File: config.mk
export PLATFORM = sky130hd
export DESIGN_NAME = divider_iter_param
export DESIGN_NICKNAME = d
export VERILOG_FILES = /design/src/rtl/divider_iter_param.sv
export SDC_FILE = /design/constraint.sdc
export NUM_CORES = 1
export LEC_CHECK = 0
export ABC_AREA = 0
export CORE_UTILIZATION = 35
export DETAILED_ROUTE_END_ITERATION = 8
export DONT_BUFFER_PORTS = 1
export PLACE_DENSITY = 0.52
export SLEW_MARGIN = 5
export SYNTH_ARGS = -nofsm -noshare
export SYNTH_HDL_FRONTEND = slang
export SYNTH_SLANG_ARGS = --single-unit
File: constraint.sdc
create_clock -name clk -period 3.5 [get_ports clk]
set_clock_uncertainty 0.1 [all_clocks]
set_input_delay 0.525 -clock clk [delete_from_list [all_inputs] [get_ports clk]]
set_output_delay 0.525 -clock clk [all_outputs]
set_load 0.02 [all_outputs]
File: src/rtl/divider_iter_param.sv
// ---------------------------------------------------------------------------
// divider_iter_param
//
// Purpose:
//   Iterative restoring divider for WIDTH-bit operands. It handles signed
//   (two's-complement) and unsigned division and retires one quotient bit per
//   clock. Signed operands are divided as magnitudes, and the signs are
//   restored in a fix-up cycle at the end. A zero divisor skips the iteration
//   and reports a zero result with div_zero_o set.
//
//   Timing from the accepting edge E0:
//     normal     : WIDTH steps, one fix-up edge, then ready at E(WIDTH+2)
//     zero div   : ready at E2
//     early out  : ready at E1 (only when DIV_EARLY_OUT_EN is defined)
//
// Configuration:
//   DIV_EARLY_OUT_EN - when defined, a division with a nonzero divisor and
//                      |dividend| < |divisor| completes immediately. The
//                      result is quotient 0 and remainder = dividend. Results
//                      are bit-identical with or without the macro; only the
//                      latency changes.
//
// Ports:
//   clk         in   sole clock, rising edge
//   rst         in   asynchronous reset, active low
//   signed_i    in   1 = signed divide, 0 = unsigned (sampled on accept)
//   opdata1_i   in   dividend (sampled on accept)
//   opdata2_i   in   divisor  (sampled on accept)
//   start_i     in   1 = request a division, 0 = release the held result
//   annul_i     in   1 = cancel an accepted or iterating division
//   result_o    out  {remainder, quotient}
//   ready_o     out  result_o is valid
//   busy_o      out  FSM is not idle
//   div_zero_o  out  current result came from a zero divisor
// ---------------------------------------------------------------------------
module divider_iter_param #(
  parameter int WIDTH = 32
) (
  input  logic                 clk,
  input  logic                 rst,
  input  logic                 signed_i,
  input  logic [WIDTH-1:0]     opdata1_i,
  input  logic [WIDTH-1:0]     opdata2_i,
  input  logic                 start_i,
  input  logic                 annul_i,
  output logic [2*WIDTH-1:0]   result_o,
  output logic                 ready_o,
  output logic                 busy_o,
  output logic                 div_zero_o
);

  localparam int CNT_W = $clog2(WIDTH + 1);

  typedef enum logic [1:0] {
    FREE   = 2'd0,
    BYZERO = 2'd1,
    ON     = 2'd2,
    END    = 2'd3
  } state_e;

  state_e               state_q;
  logic [CNT_W-1:0]     cnt_q;
  // quot_q starts as the dividend magnitude. Each step shifts out its top
  // bit into the partial remainder and shifts a quotient bit into the bottom.
  logic [WIDTH-1:0]     quot_q;
  logic [WIDTH-1:0]     rem_q;
  logic [WIDTH-1:0]     divisor_q;
  logic                 negQuot_q;
  logic                 negRem_q;
  logic [2*WIDTH-1:0]   result_q;
  logic                 ready_q;
  logic                 divZero_q;

  logic [WIDTH-1:0]     mag1;
  logic [WIDTH-1:0]     mag2;
  logic                 earlyOut;
  logic [WIDTH:0]       shifted;
  logic [WIDTH:0]       trial;
  logic [WIDTH-1:0]     remStep_d;
  logic [WIDTH-1:0]     quotStep_d;
  logic [WIDTH-1:0]     remFix_d;
  logic [WIDTH-1:0]     quotFix_d;

  // The operand magnitudes are used only on the accepting edge.
  // Negating the most-negative value wraps back to itself. Read as
  // unsigned, that is the correct magnitude 2^(WIDTH-1).
  always_comb begin
    mag1 = (signed_i && opdata1_i[WIDTH-1]) ? (~opdata1_i + 1'b1) : opdata1_i;
    mag2 = (signed_i && opdata2_i[WIDTH-1]) ? (~opdata2_i + 1'b1) : opdata2_i;
  end

`ifdef DIV_EARLY_OUT_EN
  // A dividend magnitude below the divisor magnitude gives quotient 0.
  // The remainder is then the dividend itself, with its original sign.
  assign earlyOut = (mag1 < mag2);
`else
  assign earlyOut = 1'b0;
`endif

  // One restoring step. The partial remainder is always below the divisor,
  // so the shifted value fits in WIDTH+1 bits. The top bit of the trial
  // difference is therefore an exact "went negative" flag.
  always_comb begin
    shifted = {rem_q, quot_q[WIDTH-1]};
    trial   = shifted - {1'b0, divisor_q};
    if (!trial[WIDTH]) begin
      remStep_d  = trial[WIDTH-1:0];
      quotStep_d = {quot_q[WIDTH-2:0], 1'b1};
    end else begin
      remStep_d  = shifted[WIDTH-1:0];
      quotStep_d = {quot_q[WIDTH-2:0], 1'b0};
    end
  end

  // Sign fix-up. The negate flags are zero for unsigned divisions.
  always_comb begin
    quotFix_d = negQuot_q ? (~quot_q + 1'b1) : quot_q;
    remFix_d  = negRem_q  ? (~rem_q  + 1'b1) : rem_q;
  end

  // Control FSM and datapath registers.
  // END is entered with the final quotient and remainder already in
  // quot_q/rem_q. The first END edge copies them to result_o.
  always_ff @(posedge clk or negedge rst) begin
    if (!rst) begin
      state_q   <= FREE;
      cnt_q     <= '0;
      quot_q    <= '0;
      rem_q     <= '0;
      divisor_q <= '0;
      negQuot_q <= 1'b0;
      negRem_q  <= 1'b0;
      result_q  <= '0;
      ready_q   <= 1'b0;
      divZero_q <= 1'b0;
    end else begin
      case (state_q)
        FREE: begin
          ready_q   <= 1'b0;
          divZero_q <= 1'b0;
          result_q  <= '0;
          cnt_q     <= '0;
          if (start_i && !annul_i) begin
            negQuot_q <= signed_i && (opdata1_i[WIDTH-1] ^ opdata2_i[WIDTH-1]);
            negRem_q  <= signed_i && opdata1_i[WIDTH-1];
            divisor_q <= mag2;
            quot_q    <= mag1;
            rem_q     <= '0;
            if (opdata2_i == '0) begin
              state_q <= BYZERO;
            end else if (earlyOut) begin
              quot_q  <= '0;
              rem_q   <= opdata1_i;
              state_q <= END;
            end else begin
              state_q <= ON;
            end
          end
        end

        BYZERO: begin
          quot_q    <= '0;
          rem_q     <= '0;
          divZero_q <= 1'b1;
          state_q   <= END;
        end

        ON: begin
          if (annul_i) begin
            cnt_q   <= '0;
            state_q <= FREE;
          end else if (cnt_q == CNT_W'(WIDTH)) begin
            quot_q  <= quotFix_d;
            rem_q   <= remFix_d;
            cnt_q   <= '0;
            state_q <= END;
          end else begin
            quot_q <= quotStep_d;
            rem_q  <= remStep_d;
            cnt_q  <= cnt_q + CNT_W'(1);
          end
        end

        END: begin
          // The first END edge always publishes the result. Later edges wait
          // for start_i to drop, so a start held high cannot retrigger.
          if (!ready_q) begin
            result_q <= {rem_q, quot_q};
            ready_q  <= 1'b1;
          end else if (!start_i) begin
            result_q  <= '0;
            ready_q   <= 1'b0;
            divZero_q <= 1'b0;
            state_q   <= FREE;
          end
        end

        default: state_q <= FREE;
      endcase
    end
  end

  assign result_o   = result_q;
  assign ready_o    = ready_q;
  assign div_zero_o = divZero_q;
  assign busy_o     = (state_q != FREE);

endmodule

## Yosys cells after proc, flatten, opt, wreduce, memory -nomap -nowiden

Index checks and enable logic that the tools add are counted.

| word-level totals | value |
|---|---|
| register bits after elaboration | 172 |
| input port bits | 69 |
| output and inout port bits | 67 |
| word-level logic and storage cells | 84 |

| cells by class | value |
|---|---|
| add/sub/neg operators | 6 |
| eq/ne operators | 12 |
| mux-type cells | 33 |
| bitwise operators | 5 |
| reduce and logical (&&, ||, !) cells | 18 |

Operators by type and width:

| kind | count |
|---|---|
| 2-to-1 mux 32 bit | 11 |
| case mux 32 bit (3 select lines) | 2 |
| adder 32 x 1 -> 32 bit, second input constant | 4 |
| 2-to-1 mux 64 bit | 2 |
| NOT 32 bit | 4 |
| case mux 64 bit (2 select lines) | 1 |
| subtractor 33 x 32 -> 33 bit | 1 |
| zero test 32 bit | 1 |
| 2-to-1 mux 2 bit | 6 |
| 2-to-1 mux 6 bit | 2 |
| inequality test 3 bit, second input constant | 4 |
| case mux 6 bit (2 select lines) | 1 |
| AND reduction 4 bit | 3 |
| inequality test 2 bit, second input constant | 4 |
| case mux 2 bit (4 select lines) | 1 |
| adder 6 x 1 -> 6 bit, second input constant | 1 |
| equality test 6 bit, second input constant | 1 |
| nonzero test 2 bit | 3 |
| nonzero test 3 bit | 2 |
| 2-to-1 mux 1 bit | 5 |
| equality test 2 bit, second input constant | 2 |
| logical AND 1 bit | 4 |
| AND reduction 2 bit | 2 |
| case mux 1 bit (3 select lines) | 1 |
| 6 further kinds | 6 |

## Depth between registers and ports, before layout

Gate-level depths: netlist of the first run.

| depth | value |
|---|---|
| word-level depth | 6 |
| depth in mapped cells | 15 |
| gate-level depth less buffers | 13 |

## Worst setup path before layout of the first run

Ideal clock, no wire load.

| timing | value |
|---|---|
| kind | register -> register |
| start | register quot_q[31] |
| end | register rem_q[4] |
| library setup time | 0.118 ns |
| data arrival time | 3.284 ns |
| data required time | 3.282 ns |
| setup slack | -0.002 ns |
| stages on the path, launching flop included | 15 |
| buffers on the path | 1 |
| clock period less this slack | 3.502 ns |
| cells stage by stage | dfrtp_1 > inv_1 > ha_1 > fa_1 > nor2b_1 > o31a_1 > o21ai_0 > nand3_1 > a41oi_1 > or4_1 > a21oi_1 > clkbuf_1 > a2111oi_0 > o311a_1 > a21o_1 |

| between the ends | value |
|---|---|
| word-level cells in the longest chain between the ends | 5 |

RTL lines:

| item | RTL line | source |
|---|---|---|
| start, declared | 65 | `logic [WIDTH-1:0] quot_q;` |
| start signal, assigned | 147 | `quot_q <= mag1;` |
| start signal, assigned | 173 | `quot_q <= quotFix_d;` |
| start signal, assigned | 178 | `quot_q <= quotStep_d;` |
| subtractor 33 x 32 -> 33 bit | 105 | `trial = shifted - {1'b0, divisor_q};` |
| 2-to-1 mux 32 bit | 106 | `if (!trial[WIDTH]) begin` |
| 2-to-1 mux 32 bit | 172 | `end else if (cnt_q == CNT_W'(WIDTH)) begin` |
| 2-to-1 mux 32 bit | 169 | `if (annul_i) begin` |
| case mux 32 bit (3 select lines) | 137 | `case (state_q)` |
| end signal, assigned | 153 | `rem_q <= opdata1_i;` |
| end signal, assigned | 174 | `rem_q <= remFix_d;` |
| end signal, assigned | 179 | `rem_q <= remStep_d;` |
| end, declared | 66 | `logic [WIDTH-1:0] rem_q;` |

Every way passes these cells. The select of a mux whose other input is x is not followed.
A chain may end at the register's enable or synchronous reset.

## Worst setup path in the final report of the first run

| timing | value |
|---|---|
| start | register rem_q[0] |
| end | register rem_q[31] |

| between the ends | value |
|---|---|
| word-level cells in the longest chain between the ends | 6 |
| elaborated cells between the ends (all ways) | 8 |
| classes of those cells | 2 x add/sub; 5 x mux; 1 x bitwise |

RTL lines:

| item | RTL line | source |
|---|---|---|
| NOT 32 bit | 118 | `remFix_d = negRem_q ? (~rem_q + 1'b1) : rem_q;` |
| adder 32 x 1 -> 32 bit | 118 |  |
| 2-to-1 mux 32 bit | 118 |  |
| 2-to-1 mux 32 bit (*) | 172 |  |
| 2-to-1 mux 32 bit (*) | 169 |  |
| case mux 32 bit (3 select lines) (*) | 137 |  |

Every way passes the cells marked *; elsewhere a longest branch is shown, timed or not. The select of a mux whose other input is x is not followed.

==> impl_metrics.json, run 1 <==
{
  "outcome": "complete, but fails checks",
  "violations": "negative hold slack, negative setup slack",
  "drive_above_1_share_pct": 11.5,
  "grt_overflow": 0,
  "cp_top_family": "simple AND/OR/NAND/NOR gates",
  "critical_path_class": "reg2reg",
  "synth_top_family_by_area": "compound AO/OA/AOI/OAI gates",
  "synthAdderAreaFrac_pct": 4.67,
  "wirelength_um": 35700,
  "setup.worst_path.end_class": "flop",
  "antenna_found_initial": 0,
  "initialDrtViolationCount": 733,
  "synth_edf_count": 0,
  "firstDrtPassIters": 5,
  "gp_congestion": 0.871,
  "peakVddDrop_mv": 0.364,
  "path_clk_slew_ns": 0.07,
  "portBuffers": 0,
  "cp_max_fo": 3,
  "syn_area_per_cell_um2": 8.58,
  "core_area_um2": 32700,
  "fmax_mhz": 283,
  "dieWidth_um": 185,
  "cts_tree": "done",
  "synth.area.top_cells": "dfrtp_1 37%, o21ai_0 6.0%, a22o_1 5.2%",
  "ys_seq_area_share_pct": 36.8,
  "start_util_pct": 35.8,
  "cpMostUsedCell": "or3_4",
  "row_count": 66,
  "synth_top_area_cell": "dfrtp_1",
  "dieArea_um2": 34100,
  "setup_ws_ns": -0.0391,
  "fin_nets": 1498,
  "hold_path.class": "in2async",
  "cp_num_buf_inv": 0,
  "utilization_pct": 40.6,
  "slew_viol_final": 0,
  "syn-num-nets": 1474,
  "finalCriticalPeriod_ns": 3.54,
  "via_count": 10300,
  "synth_area_um2": 11700,
  "clk_latency_ns": 0.45,
  "muxShareOfSynthArea_pct": 2.20,
  "routedWlPerCell_um": 19.4,
  "start_kind": "flop",
  "drc": 0,
  "crit_chain": "or3_4 -> or4_4 -> or2_4 -> or4_4 -> or3_4 -> or3_4 -> or4_1 -> a21oi_1 -> a311oi_1 -> nand3_1",
  "dr_wl_met3_um": 1970,
  "dp_cells": 1807,
  "ctsLongestPathBuffers": 2,
  "synth_top_area_share_pct": 36.8,
  "highest_layer": "met4",
  "synth_compound_area_share_pct": 27.5,
  "grt_pass1_vias": 9871,
  "total_power_mw": 13.3,
  "diodes": 0,
  "power.density_nw_per_um2": 1000,
  "io_pins": 136,
  "h-tree-depth": 4,
  "max_slew_margin_pct": 29.1,
  "ys_types": 71,
  "grt_use_total_pct": 21.2,
  "wirelength_met1_um": 17600,
  "grt_pass1_wl_um": 56400,
  "rsz0062_at_grt": "yes",
  "cp_data_required_time_ns": 3.78,
  "synthXorXnorAreaFrac_pct": 6.89,
  "yosys_most_used_dff": "dfrtp_1",
  "die-height_um": 185,
  "area_growth_pct": 13.5,
  "cap_violations": 0,
  "ant_nets": 0,
  "finalCritPeriodShare_pct": 101,
  "worstPathArrival_ns": 3.82,
  "cpMaxStageDelayCell": "or4_1",
  "hold_violations": 172,
  "hold_ws_ns": -0.328,
  "power_leakage_nw": 5.72,
  "dp_hpwl_um": 25700,
  "setup_viol": 1,
  "clock-sinks": 172,
  "slowest_delay_ns": 0.47,
  "syn_inst": 1362,
  "ys_warn_count": 0,
  "numCtsBuffers": 17,
  "grt_max_degree": 173,
  "routed_via_density": 5.60,
  "yosys.area_share.simple_pct": 16.8,
  "tightest_slew_ns": 1.06,
  "synthArstFlopShare_pct": 100,
  "fin_cells": 1841,
  "ys_ff_latch": 172,
  "clockRootBuffer": "clkbuf_16",
  "met2WireLength_um": 15500,
  "pre_cts_slack_ns": -0.0541
}
[repair_timing]
action	CTS	global route
resized for setup	2	13
buffers inserted	0	2
hold endpoints to repair	172	172
endpoints found under the setup margin	23	32
pin swaps	0	3
[power by group]
part / switching (mW) / total (mW) / internal, mW
logic: 4.35 / 7.63 / 3.28
clock network: 0.936 / 2.04 / 1.10
registers: 0.979 / 3.68 / 2.70
total: 6.26 / 13.3 / 7.08
[registers in the layout, summed over array words and instances, names as in the netlist, 2 cells and up]
| signal | flops |
|---|---|
| quot_q | 32 |
| cnt_q | 6 |
| state_q | 2 |
| rem_q | 32 |
| result_o | 64 |
| divisor_q | 32 |
[final timing paths]
path	startpoint	cells after the start	endpoint	slack [ns]
max	rem_q[0]	10	rem_q[31]	-0.04
max reg2reg	rem_q[0]	10	rem_q[31]	-0.04
max in group asynchronous	rst	0	quot_q[9]	3.34
min reg2reg	divisor_q[27]	2	divisor_q[27]	0.38
min	rst	0	divisor_q[11]	-0.33
min in group clk	signed_i	2	negQuot_q	0.10
[Yosys cell counts, types with 7 or more instances]
library cell    n
a21o_1         25
a21oi_1        99
a22o_1         70
a22oi_1         7
a31oi_1        12
and2_1          8
and3_1          8
clkbuf_1       71
dfrtp_1       172
ha_1           42
inv_1          61
mux2i_1        19
nand2_1       109
nand2b_1       12
nand3_1        22
nor2_1         97
nor2b_1         9
nor3_1         42
nor3b_1         7
nor4_1         18
o2111ai_1       8
o211ai_1       18
o21a_1         26
o21ai_0       140
o221ai_1       13
o22ai_1        12
o31ai_1         9
or3_1          15
or4_1          13
xnor2_1        59
xor2_1         33
[cell type report]
cell class,count,area (µm²)
well taps,442,553
flip-flops and latches,172,4300
inverters,63,236
fillers,3357,19400
clock inverters,14,170
clock buffers,18,439
repair buffers,87,694
multi-input cells,1045,6880
[layer usage]
| metal | up-vias | global-route usage, % |
|---|---|---|
| met4 | 0 | 6.25 |
| met3 | 40 | 4.03 |
| met2 | 261 | 31.0 |
| li1 | 5071 | - |
| met1 | 4937 | 31.3 |
| met5 | - | 0 |
[stage by stage]
| stage | cell area [µm²] | setup TNS, ns |
|---|---|---|
| floorplan | 11700 | 0 |
| detailed placement | 12600 | -0.315 |
| global route | 13300 | -0.198 |
| finish | 13300 | -0.0391 |
| CTS | 13200 | -0.0354 |
| global placement | 12600 | -0.0173 |
[cells in the final DEF, fill, tap and decap left out, drive strengths merged, types with 26 or more instances in the layout]
cell type  synthesis  layout
dfrtp            172     172
o21ai            141     141
nand2            110     110
a21oi             99      99
nor2              97      97
buf                6      87
a22o              71      71
inv               61      70
xnor2             59      59
nor3              42      42
ha                42      42
xor2              33      33
o21a              26      26
[logic make-up (layout without fill, tap and decap cells)]
kind of cell	Yosys count	after routing
AO/OA/AOI/OAI	490	490
AND/OR/NAND/NOR	395	395
XOR/XNOR	92	92
multiplexers	25	25
adder cells (fa/ha/maj)	43	43
buffers and inverters	145	182
flip-flops	172	172
Note: power is estimated with default switching activity, not from simulation.
==> inputs of run 2 (changes only) <==
Settings changed: TNS_END_PERCENT set to 50.
==> impl_metrics.json, run 2 (same netlist as run 1, synthesis figures left out) <==
{
  "outcome": "complete, but fails checks",
  "violations": "negative hold slack, negative setup slack",
  "routed_via_density": 5.60,
  "row_count": 66,
  "r2r-start": "rem_q[0]",
  "numCtsBuffers": 17,
  "start_util_pct": 35.8,
  "startpoint": "rem_q[0]",
  "grt_max_degree": 173,
  "fmax_mhz": 283,
  "portBuffers": 0,
  "internal_power_mw": 7.06,
  "utilization_pct": 40.6,
  "slowest_delay_ns": 0.47,
  "antenna_found_initial": 0,
  "setup.worst_path.end_class": "flop",
  "fin_nets": 1497,
  "area_growth_pct": 13.5,
  "h-tree-depth": 4,
  "tightest_slew_ns": 1.07,
  "hold_violations": 172,
  "r2r_end": "rem_q[31]",
  "start_kind": "flop",
  "critical_path_class": "reg2reg",
  "ant_nets": 0,
  "dp_hpwl_um": 25700,
  "setup_viol": 1,
  "layout_commonest_cell": "dfrtp_1",
  "core_area_um2": 32700,
  "cpMostUsedCell": "or3_4",
  "initialDrtViolationCount": 774,
  "finalCritPeriodShare_pct": 101,
  "path_clk_slew_ns": 0.07,
  "wirelength_um": 35700,
  "peakVddDrop_mv": 0.364,
  "regArea_um2": 4300,
  "ff2ff_setup_slack_ns": -0.04,
  "die-height_um": 185,
  "hold_ws_ns": -0.326,
  "firstDrtPassIters": 5,
  "dieWidth_um": 185,
  "via_count": 10300,
  "clockRootBuffer": "clkbuf_16",
  "switching_power_mw": 6.25,
  "grt_pass1_wl_um": 56400,
  "grt_use_total_pct": 21.2,
  "fillCellCount": 3358,
  "hold_path.class": "in2async",
  "total_power_mw": 13.3,
  "drc": 0,
  "power_leakage_nw": 5.72,
  "cts_tree": "done",
  "rsz0062_at_grt": "yes",
  "slew_viol_final": 0,
  "dieArea_um2": 34100,
  "power.density_nw_per_um2": 1000,
  "placed_area_um2": 12600,
  "p_comb_share_pct": 57.1,
  "setup_ws_ns": -0.0374,
  "cpMaxStageDelayCell": "or4_1",
  "grt_pass1_vias": 9871,
  "finalCriticalPeriod_ns": 3.54,
  "cap_violations": 0,
  "crit_path_end": "rem_q[31]",
  "routedWlPerCell_um": 19.4,
  "max_slew_margin_pct": 28.7,
  "pre_cts_slack_ns": -0.0541,
  "final_cell_mix": "172 x dfrtp_1, 139 x o21ai_0, 108 x nand2_1",
  "switching_share_pct": 46.9,
  "cp_data_required_time_ns": 3.78,
  "seq_power_share_pct": 27.6,
  "crit_chain": "or3_4 -> or4_4 -> or2_4 -> or4_4 -> or3_4 -> or3_4 -> or4_1 -> a21oi_1 -> a311oi_1 -> nand3_1",
  "final_cell_area_um2": 13300,
  "clock-sinks": 172,
  "diodes": 0,
  "drive_above_1_share_pct": 11.4,
  "grt_overflow": 0,
  "worstPathArrival_ns": 3.82,
  "largest_reg_flops": 64,
  "ctsLongestPathBuffers": 2,
  "cp_max_fo": 3,
  "reg2reg_depth": 10,
  "io_pins": 136,
  "clk_latency_ns": 0.45,
  "gp_congestion": 0.871,
  "timing.setup.tns_ns": -0.0374,
  "multiInputGateArea_um2": 6880,
  "pwr-share-clk_pct": 15.3
}
-- run 2: cell types whose count changed in the layout (fill, tap and decap cells not counted), sizes merged --
cell	delta
buf	-1
-- run 2: cell type report --
cell class	count	share of cell area (%)
inverter	63	1.78
timing repair buffer	86	5.18
clock inverter	14	1.28
multi-input combinational	1045	51.8
sequential	172	32.4
tap	442	4.17
clock buffer	18	3.31
-- run 2: per-layer routing --
layer / vias to the layer above / part of all wire [%] / GRT usage (%)
met5: - / 0 / 0
met4: 0 / 1.7 / 6.25
met3: 40 / 5.3 / 4.03
met2: 228 / 43 / 31.0
met1: 4970 / 50 / 31.3
li1: 5069 / - / -
-- run 2: what timing repair did --
item | 4_1_cts | 5_1_grt
resized for setup | 2 | 13
setup buffers | 0 | 1
setup endpoints to repair | 23 | 32
endpoints found under the hold margin | 172 | 172
pin swaps | 0 | 3
-- run 2: worst min-delay path by stage --
stage	from	endpoint	slack, ns	cells after the start
after floorplan	rst	cnt_q[0]	0.13	0
after global placement	rst	divisor_q[11]	0.13	0
after detailed placement	rst	divisor_q[11]	0.13	0
after CTS	rst	rem_q[9]	-0.35	0
after global routing	rst	divisor_q[11]	-0.34	0
final	rst	divisor_q[11]	-0.33	0
-- run 2: per-stage QoR --
step           cells  hold slack [ns]
6_report        1840           -0.326
5_1_grt         1840           -0.343
4_1_cts         1839           -0.349
3_5_place_dp    1807            0.134
3_3_place_gp    1807            0.134
2_1_floorplan   1362            0.129
-- run 2: worst max-delay path: cells and delay by family, from the launching register on --
family / cells / cell delay, ns
flops: 1 / 0.39
simple gates: 8 / 2.77
compound gates: 2 / 0.21
-- run 2: power by group through the flow --
stage	combinational, mW	sequential (mW)	clock [mW]
4_1_cts	7.50	3.67	2.08
6_report	7.60	3.67	2.04
3_5_place_dp	7.45	3.71	0
5_1_grt	8.41	3.79	2.15
2_1_floorplan	5.26	3.46	0
3_3_place_gp	7.42	3.68	0
==> inputs of run 3 (changes only) <==
Settings changed: CAP_MARGIN set to 10, CTS_BUF_LIST set to sky130_fd_sc_hd__clkbuf_16.
==> impl_metrics.json, run 3 (same netlist as run 1, synthesis figures left out) <==
{
  "outcome": "complete, but fails checks",
  "violations": "negative hold slack, negative setup slack",
  "layout_commonest_cell": "dfrtp_1",
  "numCtsBuffers": 17,
  "rsz0062_at_grt": "yes",
  "max_slew_margin_pct": 28.7,
  "grt_max_degree": 173,
  "power_leakage_nw": 5.71,
  "r2r-start": "rem_q[0]",
  "fmax_mhz": 283,
  "routedWlPerCell_um": 19.4,
  "dieWidth_um": 185,
  "grt_overflow": 0,
  "antenna_found_initial": 0,
  "grt_pass1_wl_um": 56400,
  "wirelength_um": 35700,
  "timing.setup.tns_ns": -0.0371,
  "drive_above_1_share_pct": 11.4,
  "reg2reg_depth": 10,
  "diodes": 0,
  "slew_viol_final": 0,
  "drc": 0,
  "finalCriticalPeriod_ns": 3.54,
  "clockRootBuffer": "clkbuf_16",
  "peakVddDrop_mv": 0.364,
  "die-height_um": 185,
  "portBuffers": 0,
  "setup.worst_path.end_class": "flop",
  "cp_max_fo": 3,
  "routed_via_density": 5.60,
  "setup_ws_ns": -0.0371,
  "initialDrtViolationCount": 775,
  "pre_cts_slack_ns": -0.0541,
  "ctsLongestPathBuffers": 2,
  "gp_congestion": 0.871,
  "core_area_um2": 32700,
  "finalCritPeriodShare_pct": 101,
  "io_pins": 136,
  "cts_tree": "done",
  "cp_data_required_time_ns": 3.78,
  "worstPathArrival_ns": 3.82,
  "row_count": 66,
  "startpoint": "rem_q[0]",
  "h-tree-depth": 4,
  "final_cell_mix": "172 x dfrtp_1, 139 x o21ai_0, 108 x nand2_1",
  "critical_path_class": "reg2reg",
  "dp_hpwl_um": 25700,
  "setup_viol": 1,
  "hold_ws_ns": -0.326,
  "ant_nets": 0,
  "start_util_pct": 35.8,
  "hold_violations": 172,
  "grt_pass1_vias": 9871,
  "area_growth_pct": 13.4,
  "cap_violations": 0,
  "start_kind": "flop",
  "dieArea_um2": 34100,
  "path_clk_slew_ns": 0.07,
  "firstDrtPassIters": 5,
  "hold_path.class": "in2async",
  "clock-sinks": 172,
  "fin_nets": 1497,
  "clk_latency_ns": 0.45,
  "tightest_slew_ns": 1.07,
  "r2r_end": "rem_q[31]",
  "grt_use_total_pct": 21.2,
  "largest_reg_flops": 64,
  "power.density_nw_per_um2": 1000,
  "ff2ff_setup_slack_ns": -0.04,
  "via_count": 10300
}
==> run 3: cell count changes in the layout (fill, tap and decap cells not counted) <==
cell      change
clkbuf_8      -1
clkinv_1      +1
==> run 3: critical path: stages (launching register included) <==
cell,delay [ns]
dfrtp_1,0.39
or3_4,0.39
or4_4,0.46
or2_4,0.25
or4_4,0.43
or3_4,0.35
or3_4,0.34
or4_1,0.47
a21oi_1,0.15
a311oi_1,0.06
nand3_1,0.08
==> run 3: per-stage QoR <==
step	utilization, %	instances	total power [mW]	cell area (µm²)
after floorplan	-	1362	8.72	11700
after global placement	38.5	1807	11.1	12600
after detailed placement	38.5	1807	11.2	12600
after CTS	40.3	1839	13.2	13200
after global routing	40.5	1840	14.3	13300
final	40.5	1840	13.3	13300
==> run 3: worst max-delay path by stage <==
stage / to / cells past startpoint
2_1_floorplan: rem_q[31] / 10
3_3_place_gp: rem_q[31] / 10
3_5_place_dp: rem_q[4] / 14
4_1_cts: rem_q[31] / 10
5_1_grt: rem_q[31] / 11
6_report: rem_q[31] / 10
==> run 3: routing by layer <==
layer | share of wire, % | wire [µm] | track usage (%) | vias to the layer above
li1 | - | - | - | 5070
met5 | 0 | 0 | 0 | -
met3 | 5.2 | 1870 | 4.03 | 40
met1 | 50 | 17700 | 31.3 | 4966
met4 | 1.7 | 617 | 6.25 | 0
met2 | 43 | 15500 | 31.0 | 229
==> run 3: report_power, final <==
part / leakage (nW) / internal [mW] / switching (mW) / total, mW
clock: 0.289 / 1.08 / 0.934 / 2.01
combinational: 3.18 / 3.27 / 4.34 / 7.60
sequential: 2.24 / 2.70 / 0.976 / 3.67
total: 5.71 / 7.04 / 6.25 / 13.3
==> run 3: layout make-up <==
type                    count  area, µm²
clock buffers              17        425
clock inverters            15        174
fillers                  3359      19400
inverters                  63        236
multi-input cells        1045       6880
flip-flops and latches    172       4300
well taps                 442        553
repair buffers             86        687
==> run 3: what timing repair did <==
action                     CTS  global route
resized for setup            2            13
setup endpoints to repair   23            32
buffers inserted             0             1
gates cloned                 0             0
hold endpoints to repair   172           172
pin swaps                    0             3
